File: src/rtl/conv_pkg.sv
// Shared definitions for the multi-channel 3x3 convolution engine:
// FSM encoding, data width and output saturation limits.
package conv_pkg;

    localparam int DATA_W = 8;

    localparam logic signed [DATA_W-1:0] SAT_MAX = 8'sh7f;
    localparam logic signed [DATA_W-1:0] SAT_MIN = 8'sh80;

    typedef enum logic [2:0] {
        ST_IDLE  = 3'd0,
        ST_MAC   = 3'd1,
        ST_DRAIN = 3'd2,
        ST_STORE = 3'd3,
        ST_DONE  = 3'd4
    } state_e;

endpackage

File: src/rtl/conv_mc_addr_gen.sv
// Window/pixel counters and registered image/weight read addresses.
// The counters always describe the operand pair currently on the read ports.
module conv_mc_addr_gen
    import conv_pkg::*;
#(
    parameter int H      = 28,
    parameter int W      = 28,
    parameter int C      = 1,
    parameter int IMG_AW = 10,
    parameter int WGT_AW = 4,
    parameter int OUT_AW = 10
) (
    input  logic              clk,
    input  logic              rst,
    input  logic              item_adv,
    input  logic              pix_adv,
    output logic [IMG_AW-1:0] img_addr,
    output logic [WGT_AW-1:0] w_addr,
    output logic [OUT_AW-1:0] out_addr,
    output logic              item_last,
    output logic              pix_last
);

    logic [15:0]       c_q, c_d, i_q, i_d, j_q, j_d;
    logic [1:0]        ki_q, ki_d, kj_q, kj_d;
    logic [IMG_AW-1:0] img_addr_q, img_addr_d;
    logic [WGT_AW-1:0] w_addr_q, w_addr_d;

    // Next counter values: a pixel advance restarts the window at the next output pixel.
    always_comb begin
        c_d  = c_q;
        ki_d = ki_q;
        kj_d = kj_q;
        i_d  = i_q;
        j_d  = j_q;
        if (pix_adv) begin
            c_d  = 16'd0;
            ki_d = 2'd0;
            kj_d = 2'd0;
            if (j_q == 16'(W - 3)) begin
                j_d = 16'd0;
                if (i_q == 16'(H - 3)) begin
                    i_d = 16'd0;
                end else begin
                    i_d = i_q + 16'd1;
                end
            end else begin
                j_d = j_q + 16'd1;
            end
        end else if (item_adv) begin
            if (kj_q == 2'd2) begin
                kj_d = 2'd0;
                if (ki_q == 2'd2) begin
                    ki_d = 2'd0;
                    c_d  = c_q + 16'd1;
                end else begin
                    ki_d = ki_q + 2'd1;
                end
            end else begin
                kj_d = kj_q + 2'd1;
            end
        end else begin
            c_d = c_q;
        end
    end

    // Read addresses follow the next counter values so they register in step.
    always_comb begin
        img_addr_d = IMG_AW'(32'(c_d) * 32'(H * W) + (32'(i_d) + 32'(ki_d)) * 32'(W)
                             + 32'(j_d) + 32'(kj_d));
        w_addr_d   = WGT_AW'(32'(c_d) * 32'd9 + 32'(ki_d) * 32'd3 + 32'(kj_d));
    end

    // Counter and address registers.
    always_ff @(posedge clk or negedge rst) begin
        if (!rst) begin
            c_q        <= 16'd0;
            ki_q       <= 2'd0;
            kj_q       <= 2'd0;
            i_q        <= 16'd0;
            j_q        <= 16'd0;
            img_addr_q <= '0;
            w_addr_q   <= '0;
        end else begin
            c_q        <= c_d;
            ki_q       <= ki_d;
            kj_q       <= kj_d;
            i_q        <= i_d;
            j_q        <= j_d;
            img_addr_q <= img_addr_d;
            w_addr_q   <= w_addr_d;
        end
    end

    assign img_addr  = img_addr_q;
    assign w_addr    = w_addr_q;
    assign out_addr  = OUT_AW'(32'(i_q) * 32'(W - 2) + 32'(j_q));
    assign item_last = (c_q == 16'(C - 1)) && (ki_q == 2'd2) && (kj_q == 2'd2);
    assign pix_last  = (i_q == 16'(H - 3)) && (j_q == 16'(W - 3));

endmodule

File: src/rtl/conv_mc.sv
// Multi-channel 3x3 valid convolution with bias, shift, optional ReLU and
// 8-bit saturation; one output pixel per 9*C+2 cycles.
module conv_mc
    import conv_pkg::*;
#(
    parameter int H      = 28,
    parameter int W      = 28,
    parameter int C      = 1,
    parameter int ACC_W  = 24,
    parameter int SHIFT  = 0,
    parameter int RELU   = 0,
    parameter int IMG_AW = 10,
    parameter int WGT_AW = 4,
    parameter int OUT_AW = 10
) (
    input  logic                     clk,
    input  logic                     rst,
    input  logic                     conv,
    output logic [IMG_AW-1:0]        img_addr,
    input  logic signed [DATA_W-1:0] img_data,
    output logic [WGT_AW-1:0]        w_addr,
    input  logic signed [DATA_W-1:0] w_data,
    input  logic signed [15:0]       bias,
    output logic signed [DATA_W-1:0] result,
    output logic [OUT_AW-1:0]        address,
    output logic                     store,
    output logic                     done,
    output logic                     busy
);

    localparam bit RELU_EN = (RELU != 0);

    state_e                    state_q, state_d;
    logic signed [ACC_W-1:0]   acc_q, acc_d, acc_sum_s;
    logic signed [15:0]        bias_q, bias_d, prod_s;
    logic signed [DATA_W-1:0]  result_q, result_d;
    logic [OUT_AW-1:0]         address_q, address_d, out_addr_s;
    logic                      store_q, store_d, done_q, done_d, busy_q, busy_d;
    logic                      vld_q, vld_d, last_q, last_d;
    logic                      item_adv_s, pix_adv_s, item_last_s, pix_last_s;

    conv_mc_addr_gen #(
        .H(H), .W(W), .C(C), .IMG_AW(IMG_AW), .WGT_AW(WGT_AW), .OUT_AW(OUT_AW)
    ) u_addr_gen (
        .clk       (clk),
        .rst       (rst),
        .item_adv  (item_adv_s),
        .pix_adv   (pix_adv_s),
        .img_addr  (img_addr),
        .w_addr    (w_addr),
        .out_addr  (out_addr_s),
        .item_last (item_last_s),
        .pix_last  (pix_last_s)
    );

    function automatic logic signed [DATA_W-1:0] shape(input logic signed [ACC_W-1:0] a,
                                                        input logic signed [15:0] b);
        logic signed [ACC_W:0] s;
        s = {a[ACC_W-1], a} + {{(ACC_W-15){b[15]}}, b};
        s = s >>> SHIFT;
        if (RELU_EN && s[ACC_W]) begin
            s = '0;
        end else begin
            s = s;
        end
        if (s > SAT_MAX) begin
            return SAT_MAX;
        end else if (s < SAT_MIN) begin
            return SAT_MIN;
        end else begin
            return s[DATA_W-1:0];
        end
    endfunction

    assign prod_s    = img_data * w_data;
    assign acc_sum_s = acc_q + {{(ACC_W-16){prod_s[15]}}, prod_s};

    // FSM next state; vld_q marks cycles carrying a product for the previous MAC address.
    always_comb begin
        state_d    = state_q;
        bias_d     = bias_q;
        result_d   = result_q;
        address_d  = address_q;
        last_d     = last_q;
        item_adv_s = 1'b0;
        pix_adv_s  = 1'b0;
        vld_d      = (state_q == ST_MAC);
        if (vld_q) begin
            acc_d = acc_sum_s;
        end else begin
            acc_d = acc_q;
        end
        case (state_q)
            ST_IDLE: begin
                if (conv) begin
                    state_d = ST_MAC;
                    bias_d  = bias;
                    acc_d   = '0;
                end else begin
                    state_d = ST_IDLE;
                end
            end
            ST_MAC: begin
                if (item_last_s) begin
                    state_d = ST_DRAIN;
                end else begin
                    item_adv_s = 1'b1;
                end
            end
            ST_DRAIN: begin
                state_d   = ST_STORE;
                pix_adv_s = 1'b1;
                address_d = out_addr_s;
                last_d    = pix_last_s;
                result_d  = shape(acc_sum_s, bias_q);
            end
            ST_STORE: begin
                acc_d = '0;
                if (last_q) begin
                    state_d = ST_DONE;
                end else begin
                    state_d = ST_MAC;
                end
            end
            ST_DONE:  state_d = ST_IDLE;
            default:  state_d = ST_IDLE;
        endcase
        store_d = (state_d == ST_STORE);
        done_d  = (state_d == ST_DONE);
        busy_d  = (state_d != ST_IDLE);
    end

    // State, datapath and registered outputs.
    always_ff @(posedge clk or negedge rst) begin
        if (!rst) begin
            state_q   <= ST_IDLE;
            acc_q     <= '0;
            bias_q    <= 16'sd0;
            result_q  <= '0;
            address_q <= '0;
            store_q   <= 1'b0;
            done_q    <= 1'b0;
            busy_q    <= 1'b0;
            vld_q     <= 1'b0;
            last_q    <= 1'b0;
        end else begin
            state_q   <= state_d;
            acc_q     <= acc_d;
            bias_q    <= bias_d;
            result_q  <= result_d;
            address_q <= address_d;
            store_q   <= store_d;
            done_q    <= done_d;
            busy_q    <= busy_d;
            vld_q     <= vld_d;
            last_q    <= last_d;
        end
    end

    assign result  = result_q;
    assign address = address_q;
    assign store   = store_q;
    assign done    = done_q;
    assign busy    = busy_q;

endmodule
File: config.mk
export PLATFORM = sky130hd
export DESIGN_NAME = conv_mc
export DESIGN_NICKNAME = d
export VERILOG_FILES = /design/src/rtl/conv_pkg.sv /design/src/rtl/conv_mc_addr_gen.sv /design/src/rtl/conv_mc.sv
export SDC_FILE = /design/constraint.sdc
export NUM_CORES = 1
export LEC_CHECK = 0
export ABC_AREA = 1
export BUFFER_PORTS_ARGS = -buffer_cell sky130_fd_sc_hd__buf_2
export CAP_MARGIN = 40
export CORE_UTILIZATION = 60
export DETAILED_ROUTE_END_ITERATION = 7
export PLACE_DENSITY_LB_ADDON = 0.08
export SLEW_MARGIN = 10
export SYNTH_ARGS = -nofsm -noshare
export SYNTH_HDL_FRONTEND = slang
export SYNTH_SLANG_ARGS = --single-unit
export TNS_END_PERCENT = 10
File: constraint.sdc
create_clock -name clk -period 17.2 [get_ports clk]
set_input_delay 1.72 -clock clk [delete_from_list [all_inputs] [get_ports clk]]
set_output_delay 1.72 -clock clk [all_outputs]
set_load 0.02 [all_outputs]
==> impl_metrics.py, run 1 <==
metrics = {
    "global_routing": {
        "gr-usage-all-layers_pct": 29.9,
        "grt_max_degree": 61,
        "grt_pass1_wl_mm": 57.3,
        "grt_overflow": 0,
        "first_global_vias": 12100,
        "antenna_found_initial": 0,
    },
    "critical_path": {
        "cpMaxStageDelayCell": "fa_1",
        "critPathRequiredTime_ns": 17.53,
        "end_kind": "flip-flop",
        "worstPathArrival_ns": 9.42,
        "worst-setup-path-type": "in2reg",
        "path_max_fanout": 8,
        "critPathBufInv": 7,
        "cpMostUsedCell": "nand2_1",
        "critical_path.top_delay_family": "adder cells",
        "start_kind": "primary input",
        "slowest_delay_ns": 0.55,
    },
    "cts": {
        "cts_max_level": 4,
        "insertion_delay_ns": 0.44,
        "clkTransAtPathRegs_ns": 0.07,
        "clock_sinks": 132,
        "postCtsHoldBufs": 0,
        "cts_tree": "done",
        "postCtsSetupBuffers": 0,
        "ctsLongestPathBuffers": 2,
        "cts_resized": 0,
        "cts_inserted_buffers": 17,
        "root_buffer": "clkbuf_16",
    },
    "final_layout": {
        "area_growth_syn_to_layout_pct": 9.39,
        "layout-drive-gt1-share_pct": 6.93,
        "insertedDiodeCount": 0,
        "final_nets": 2356,
        "layout_common_cells": "nand2_1, inv_1, nor2_1",
        "multiInputGateArea_mm2": 0.00892,
        "register_area_mm2": 0.00330,
        "final_common_cell": "nand2_1",
        "fill_cells": 2039,
    },
    "synth": {
        "synth_cell_types": 44,
        "seq_area_frac_synth_pct": 23.5,
        "synthCells": 2045,
        "netlist_area_mm2": 0.0141,
        "syn_area_per_cell_um2": 6.89,
        "ys_ff_latch": 132,
        "synth_nets": 2293,
        "ys.warnings.count": 0,
    },
    "placed_design": {
        "place_congestion": 0.984,
        "hpwl_mm": 27.6,
        "portBuffers": 69,
    },
    "detailed_routing": {
        "drc_errors": 0,
        "num_vias": 12500,
        "detail_route.first_pass.iterations": 5,
        "vias_per_cell": 5.15,
        "antenna_left": 0,
        "drt-initial-drc-count": 945,
        "wl_mm": 34.3,
        "wl_per_cell_um": 14.1,
    },
    "floorplanning": {
        "design.die.area_mm2": 0.0241,
        "fp.dieW_um": 155,
        "die_h_um": 155,
        "row_count": 55,
        "initial_utilization_pct": 61.6,
        "core_area_mm2": 0.0228,
        "pin_count": 70,
    },
    "sta": {
        "hold_viol_final": 0,
        "clock_skew_ns": 0.0185,
        "rsz0062_at_grt": "false",
        "setup-violations-final": 0,
        "slew_violations": 0,
        "fmax_mhz": 110,
        "fin_setup_tns_ns": 0,
        "tightest_slew_ns": 0.786,
        "slew_headroom_pct": 47.1,
        "layout_worst_path_cycle_share_pct": 52.9,
        "fin_crit_ns": 9.09,
    },
    "flow_run": {
        "drv_cap": 0,
    },
    "run_status": {
        "status": "finished, final reports clean",
    },
    "min_path": {
        "holdCritPathClass": "reg2reg",
    },
}
## per-layer routing
layer | part of all wire (%) | wire length, um | global-route usage [%]
met5 | 0 | 0 | 0
met4 | 2.8 | 960 | 10.5
met3 | 4.2 | 1460 | 3.93
met2 | 47 | 16100 | 50.5
met1 | 46 | 15800 | 39.7
## synth_stat cells, drive strengths merged
library cell,n,area share [%]
a211o,1,0.062
a211oi,1,0.053
a21boi,2,0.11
a21o,4,0.21
a21oi,89,3.2
a221oi,1,0.062
a22oi,4,0.21
a2bb2oi,1,0.062
a31oi,5,0.22
and2,5,0.22
buf,2,0.071
clkbuf,27,0.72
clkinv,2,0.053
dfrtp,132,23
fa,78,11
ha,135,12
inv,464,12
nand2,574,15
nand3,109,4.1
nand3b,4,0.24
nand4,35,1.6
nor2,177,5.1
nor3,18,0.68
nor3b,1,0.053
nor4,5,0.22
o211ai,2,0.11
o21a,3,0.16
o21ai,72,2.6
o21bai,4,0.21
o22ai,1,0.044
or2,6,0.27
xnor2,27,1.7
xor2,54,3.4
## cell families after synthesis
family | share of synthesized area, %
simple gates | 27.9
buf+inv | 13.2
fa+ha+maj | 23.1
compound gates | 7.32
flops | 23.5
xor+xnor | 5.04
## per-stage QoR
step                instance area (um2)  cells  util (%)  setup WS, ns  hold slack [ns]
finish                            15400   2434      67.4          8.11            0.484
global route                      15400   2434      67.4          7.35            0.503
CTS                               15400   2434      67.4          8.13            0.487
detailed placement                14800   2402      64.7          7.69            0.462
global placement                  14700   2400      64.5          7.93            0.466
floorplan                         14100   2045         -          8.56            0.455
## final cells by class
type                       instances  area share (%)
inverter                         466            11.4
clock inverter                    15            1.35
multi-input combinational       1418            57.9
tap                              313            2.54
sequential                       132            21.4
clock buffer                      17            2.76
timing repair buffer              73            2.66
## path summary, 6_finish.rpt
check / to / start / depth (start not counted) / slack, ns
worst max-delay path: result[3] / w_data[7] / 45 / 8.11
worst min-delay path: result[7] / result[7] / 2 / 0.48
worst max register to register: u_addr_gen.img_addr[9] / u_addr_gen.c_q[0] / 36 / 10.61
worst min register to register: result[7] / result[7] / 2 / 0.48
max in group asynchronous: u_addr_gen.i_q[1] / rst / 3 / 14.91
min in group asynchronous: bias_q[14] / rst / 1 / 1.25
## worst register-to-register path, delay by kind of cell (launching register included)
family | cells | cell delay, ns
buf+inv | 6 | 0.60
fa+ha+maj | 6 | 2.33
xor+xnor | 2 | 0.52
simple gates | 16 | 1.78
flops | 1 | 0.41
compound gates | 6 | 0.85
## flip-flops by register name, indices dropped and copies added, names as in the netlist, 2 cells and up
signal,flops
u_addr_gen.ki_q,2
u_addr_gen.kj_q,2
bias_q,16
state_q,3
u_addr_gen.img_addr,10
result,8
address,10
acc_q,24
u_addr_gen.i_q,16
u_addr_gen.c_q,16
u_addr_gen.j_q,16
u_addr_gen.w_addr,4
Power of run 1 is left out: the tool's default activity adds up to more than one toggle a clock period on the data nets, which glitch-free logic cannot reach.
==> run 2: changes to the inputs <==
Clock period 17.2 ns to 8.4 ns, I/O delays scaled along.
==> impl_metrics.py, run 2 (synthesized netlist as in run 1, its figures left out) <==
metrics = {
    "sta": {
        "setup-violations-final": 0,
        "fmax_mhz": 127,
        "layout_worst_path_cycle_share_pct": 94.1,
        "slew_headroom_pct": 51.0,
        "hold_viol_final": 0,
        "fin_crit_ns": 7.90,
        "tightest_slew_ns": 0.729,
        "clock_skew_ns": 0.0147,
        "fin_ws_ns": 0.500,
        "slew_violations": 0,
        "fin_setup_tns_ns": 0,
    },
    "final_layout": {
        "final_common_cell": "nand2_1",
        "final_nets": 2361,
        "top_register": "acc_q",
        "stdcell_count": 2439,
        "fill_cells": 2017,
        "area_growth_syn_to_layout_pct": 10.5,
        "layout-drive-gt1-share_pct": 8.09,
        "layout_common_cells": "nand2_1, inv_1, nor2_1",
        "insertedDiodeCount": 0,
        "largest_reg_flops": 24,
    },
    "global_routing": {
        "grt_pass1_wl_mm": 56.5,
        "antenna_found_initial": 0,
        "gr-usage-all-layers_pct": 29.5,
        "grt_max_degree": 70,
        "grt_overflow": 0,
        "first_global_vias": 12100,
    },
    "detailed_routing": {
        "detail_route.first_pass.iterations": 8,
        "antenna_left": 0,
        "num_vias": 12600,
        "drc_errors": 0,
        "wl_mm": 34.1,
        "vias_per_cell": 5.17,
        "wl_per_cell_um": 14.0,
        "drt-initial-drc-count": 861,
    },
    "placed_design": {
        "place_congestion": 0.952,
        "hpwl_mm": 27.3,
        "pre_cts_ws_ns": -0.0624,
        "place_inst": 2405,
        "portBuffers": 69,
    },
    "critical_path": {
        "cpMostUsedCell": "nand2_1",
        "critPathBufInv": 8,
        "timing.critical_path.to": "result[4]",
        "slowest_delay_ns": 0.55,
        "r2r_start": "u_addr_gen.c_q[0]",
        "path_max_fanout": 8,
        "critPathRequiredTime_ns": 8.72,
        "start_kind": "primary input",
        "critical_path_depth": 46,
        "rr_endpoint": "u_addr_gen.img_addr[9]",
        "worstRegToRegCells": 36,
        "cpMaxStageDelayCell": "fa_1",
        "worst-setup-path-type": "in2reg",
        "regToRegSetupSlack_ns": 1.77,
        "critical_path.top_delay_family": "adder cells",
        "end_kind": "flip-flop",
        "crit_start": "w_data[7]",
        "worstPathArrival_ns": 8.22,
    },
    "floorplanning": {
        "row_count": 55,
        "pin_count": 70,
        "fp.dieW_um": 155,
        "design.die.area_mm2": 0.0241,
        "initial_utilization_pct": 61.6,
        "core_area_mm2": 0.0228,
        "die_h_um": 155,
    },
    "flow_run": {
        "drv_cap": 0,
    },
    "run_status": {
        "status": "finished, final reports clean",
    },
    "min_path": {
        "holdCritPathClass": "in2async",
    },
    "cts": {
        "cts_tree": "done",
        "insertion_delay_ns": 0.43,
        "clock_sinks": 132,
        "clkTransAtPathRegs_ns": 0.07,
        "root_buffer": "clkbuf_16",
        "cts_inserted_buffers": 17,
        "ctsLongestPathBuffers": 2,
        "cts_max_level": 4,
    },
}
-- run 2: final cells by class --
class	count	area (um2)	share of cell area (%)
clock buffers	17	425	2.73
clock inverters	15	236	1.52
inverters	466	1750	11.3
multi-input cells	1418	9010	57.9
flip-flops and latches	132	3300	21.2
well taps	313	392	2.52
repair buffers	78	447	2.87
-- run 2: per-layer routing --
metal	track usage, %	vias to the layer above	share of wire, %
met5	0	-	0
met4	9.34	0	2.3
met3	3.29	52	4.1
met2	51.1	296	48
met1	38.6	5865	45
li1	-	6403	-
-- run 2: how the worst min path moves through the flow --
stage / depth (start not counted) / endpoint
6_report: 1 / result[7]
5_1_grt: 1 / result[1]
4_1_cts: 1 / u_addr_gen.c_q[15]
3_5_place_dp: 2 / result[6]
3_3_place_gp: 2 / address[0]
2_1_floorplan: 2 / bias_q[0]
-- run 2: repair_timing --
| action | in CTS | in global routing |
|---|---|---|
| setup buffers | 0 | 1 |
| hold buffers | 0 | 0 |
| endpoints found under the setup margin | 0 | 7 |
| gates resized for setup | 0 | 24 |
-- run 2: through the flow --
stage                     cell area (um2)  util, %  hold WS [ns]
after global placement              14800     64.6         0.462
final                               15600     68.1         0.410
after detailed placement            14800     64.7         0.464
after global routing                15600     68.1         0.482
after CTS                           15400     67.6         0.450
after floorplan                     14100        -         0.455
Power of run 2 is left out for the same reason.
==> run 3: changes to the inputs <==
==> constraint.sdc (replaced) <==
create_clock -name clk -period 9.78 [get_ports clk]
set_input_delay 0.978 -clock clk [delete_from_list [all_inputs] [get_ports clk]]
set_output_delay 0.978 -clock clk [all_outputs]
set_load 0.05 [all_outputs]
==> impl_metrics.py, run 3 (synthesized netlist as in run 1, its figures left out) <==
metrics = {
    "run_status": {
        "status": "finished, final reports clean",
    },
    "global_routing": {
        "grt_pass1_wl_mm": 57.2,
        "grt_max_degree": 59,
        "grt_overflow": 0,
        "first_global_vias": 12100,
        "antenna_found_initial": 0,
        "gr-usage-all-layers_pct": 29.7,
    },
    "critical_path": {
        "r2r_start": "u_addr_gen.c_q[0]",
        "critPathRequiredTime_ns": 10.14,
        "rr_endpoint": "u_addr_gen.img_addr[9]",
        "cpMaxStageDelayCell": "fa_1",
        "cpMostUsedCell": "nand2_1",
        "timing.critical_path.to": "result[6]",
        "path_max_fanout": 8,
        "start_kind": "primary input",
        "slowest_delay_ns": 0.55,
        "worstRegToRegCells": 37,
        "worst-setup-path-type": "in2reg",
        "end_kind": "flip-flop",
        "regToRegSetupSlack_ns": 3.18,
        "crit_start": "w_data[7]",
        "worstPathArrival_ns": 8.69,
    },
    "final_layout": {
        "layout-drive-gt1-share_pct": 6.93,
        "final_common_cell": "nand2_1",
        "layout_common_cells": "nand2_1, inv_1, nor2_1",
        "top_register": "acc_q",
        "area_growth_syn_to_layout_pct": 9.32,
        "insertedDiodeCount": 0,
        "final_nets": 2356,
        "largest_reg_flops": 24,
    },
    "placed_design": {
        "pre_cts_ws_ns": 1.02,
        "portBuffers": 69,
        "hpwl_mm": 27.8,
        "place_congestion": 0.965,
    },
    "detailed_routing": {
        "antenna_left": 0,
        "wl_per_cell_um": 14.1,
        "drt-initial-drc-count": 882,
        "vias_per_cell": 5.13,
        "num_vias": 12500,
        "detail_route.first_pass.iterations": 6,
        "wl_mm": 34.4,
        "drc_errors": 0,
    },
    "floorplanning": {
        "row_count": 55,
        "fp.dieW_um": 155,
        "initial_utilization_pct": 61.6,
        "die_h_um": 155,
        "core_area_mm2": 0.0228,
        "pin_count": 70,
        "design.die.area_mm2": 0.0241,
    },
    "sta": {
        "fin_setup_tns_ns": 0,
        "fmax_mhz": 120,
        "slew_headroom_pct": 46.6,
        "setup-violations-final": 0,
        "layout_worst_path_cycle_share_pct": 85.1,
        "rsz0062_at_grt": "false",
        "hold_viol_final": 0,
        "fin_ws_ns": 1.45,
        "fin_crit_ns": 8.33,
        "tightest_slew_ns": 0.793,
        "clock_skew_ns": 0.0155,
        "slew_violations": 0,
    },
    "cts": {
        "cts_resized": 0,
        "postCtsHoldBufs": 0,
        "cts_max_level": 4,
        "postCtsSetupBuffers": 0,
        "root_buffer": "clkbuf_16",
        "ctsLongestPathBuffers": 2,
        "clock_sinks": 132,
        "clkTransAtPathRegs_ns": 0.07,
        "cts_tree": "done",
        "cts_inserted_buffers": 17,
        "insertion_delay_ns": 0.43,
    },
    "flow_run": {
        "drv_cap": 0,
    },
    "min_path": {
        "holdCritPathClass": "reg2reg",
    },
}
## run 3: final cells by class
class	instances	area [um2]
multi-input cells	1418	8920
fillers	2069	7450
flip-flops and latches	132	3300
inverters	466	1750
clock buffers	18	439
repair buffers	73	409
well taps	313	392
clock inverters	14	184
## run 3: how the worst min path moves through the flow
| stage | to | slack (ns) | startpoint | cells after the start |
|---|---|---|---|---|
| 2_1_floorplan | bias_q[0] | 0.46 | bias_q[0] | 2 |
| 3_3_place_gp | address[8] | 0.47 | address[8] | 2 |
| 3_5_place_dp | result[3] | 0.46 | result[3] | 2 |
| 4_1_cts | address[6] | 0.49 | address[6] | 2 |
| 5_1_grt | bias_q[12] | 0.50 | bias_q[12] | 2 |
| 6_report | address[6] | 0.48 | address[6] | 2 |
## run 3: critical path: cells and delay by family
family,cells,cell delay (ns)
compound gates,5,0.89
xor+xnor,1,0.19
fa+ha+maj,7,3.10
buf+inv,8,0.62
simple gates,27,2.92
## run 3: metal layers
layer | GRT usage, % | vias up | share of wire, % | wire, um
met2 | 50.4 | 279 | 47 | 16300
met3 | 3.37 | 47 | 4.0 | 1360
met1 | 39.8 | 5783 | 46 | 15800
li1 | - | 6376 | - | -
met5 | 0 | - | 0 | 0
met4 | 9.62 | 0 | 2.6 | 889
## run 3: metrics by stage
step | util [%] | std cells | area (um2) | hold slack [ns]
5_1_grt | 67.4 | 2434 | 15400 | 0.502
6_report | 67.4 | 2434 | 15400 | 0.484
3_3_place_gp | 64.5 | 2400 | 14700 | 0.467
2_1_floorplan | - | 2045 | 14100 | 0.455
3_5_place_dp | 64.7 | 2402 | 14800 | 0.464
4_1_cts | 67.4 | 2434 | 15400 | 0.486
Power of run 3 is left out for the same reason.
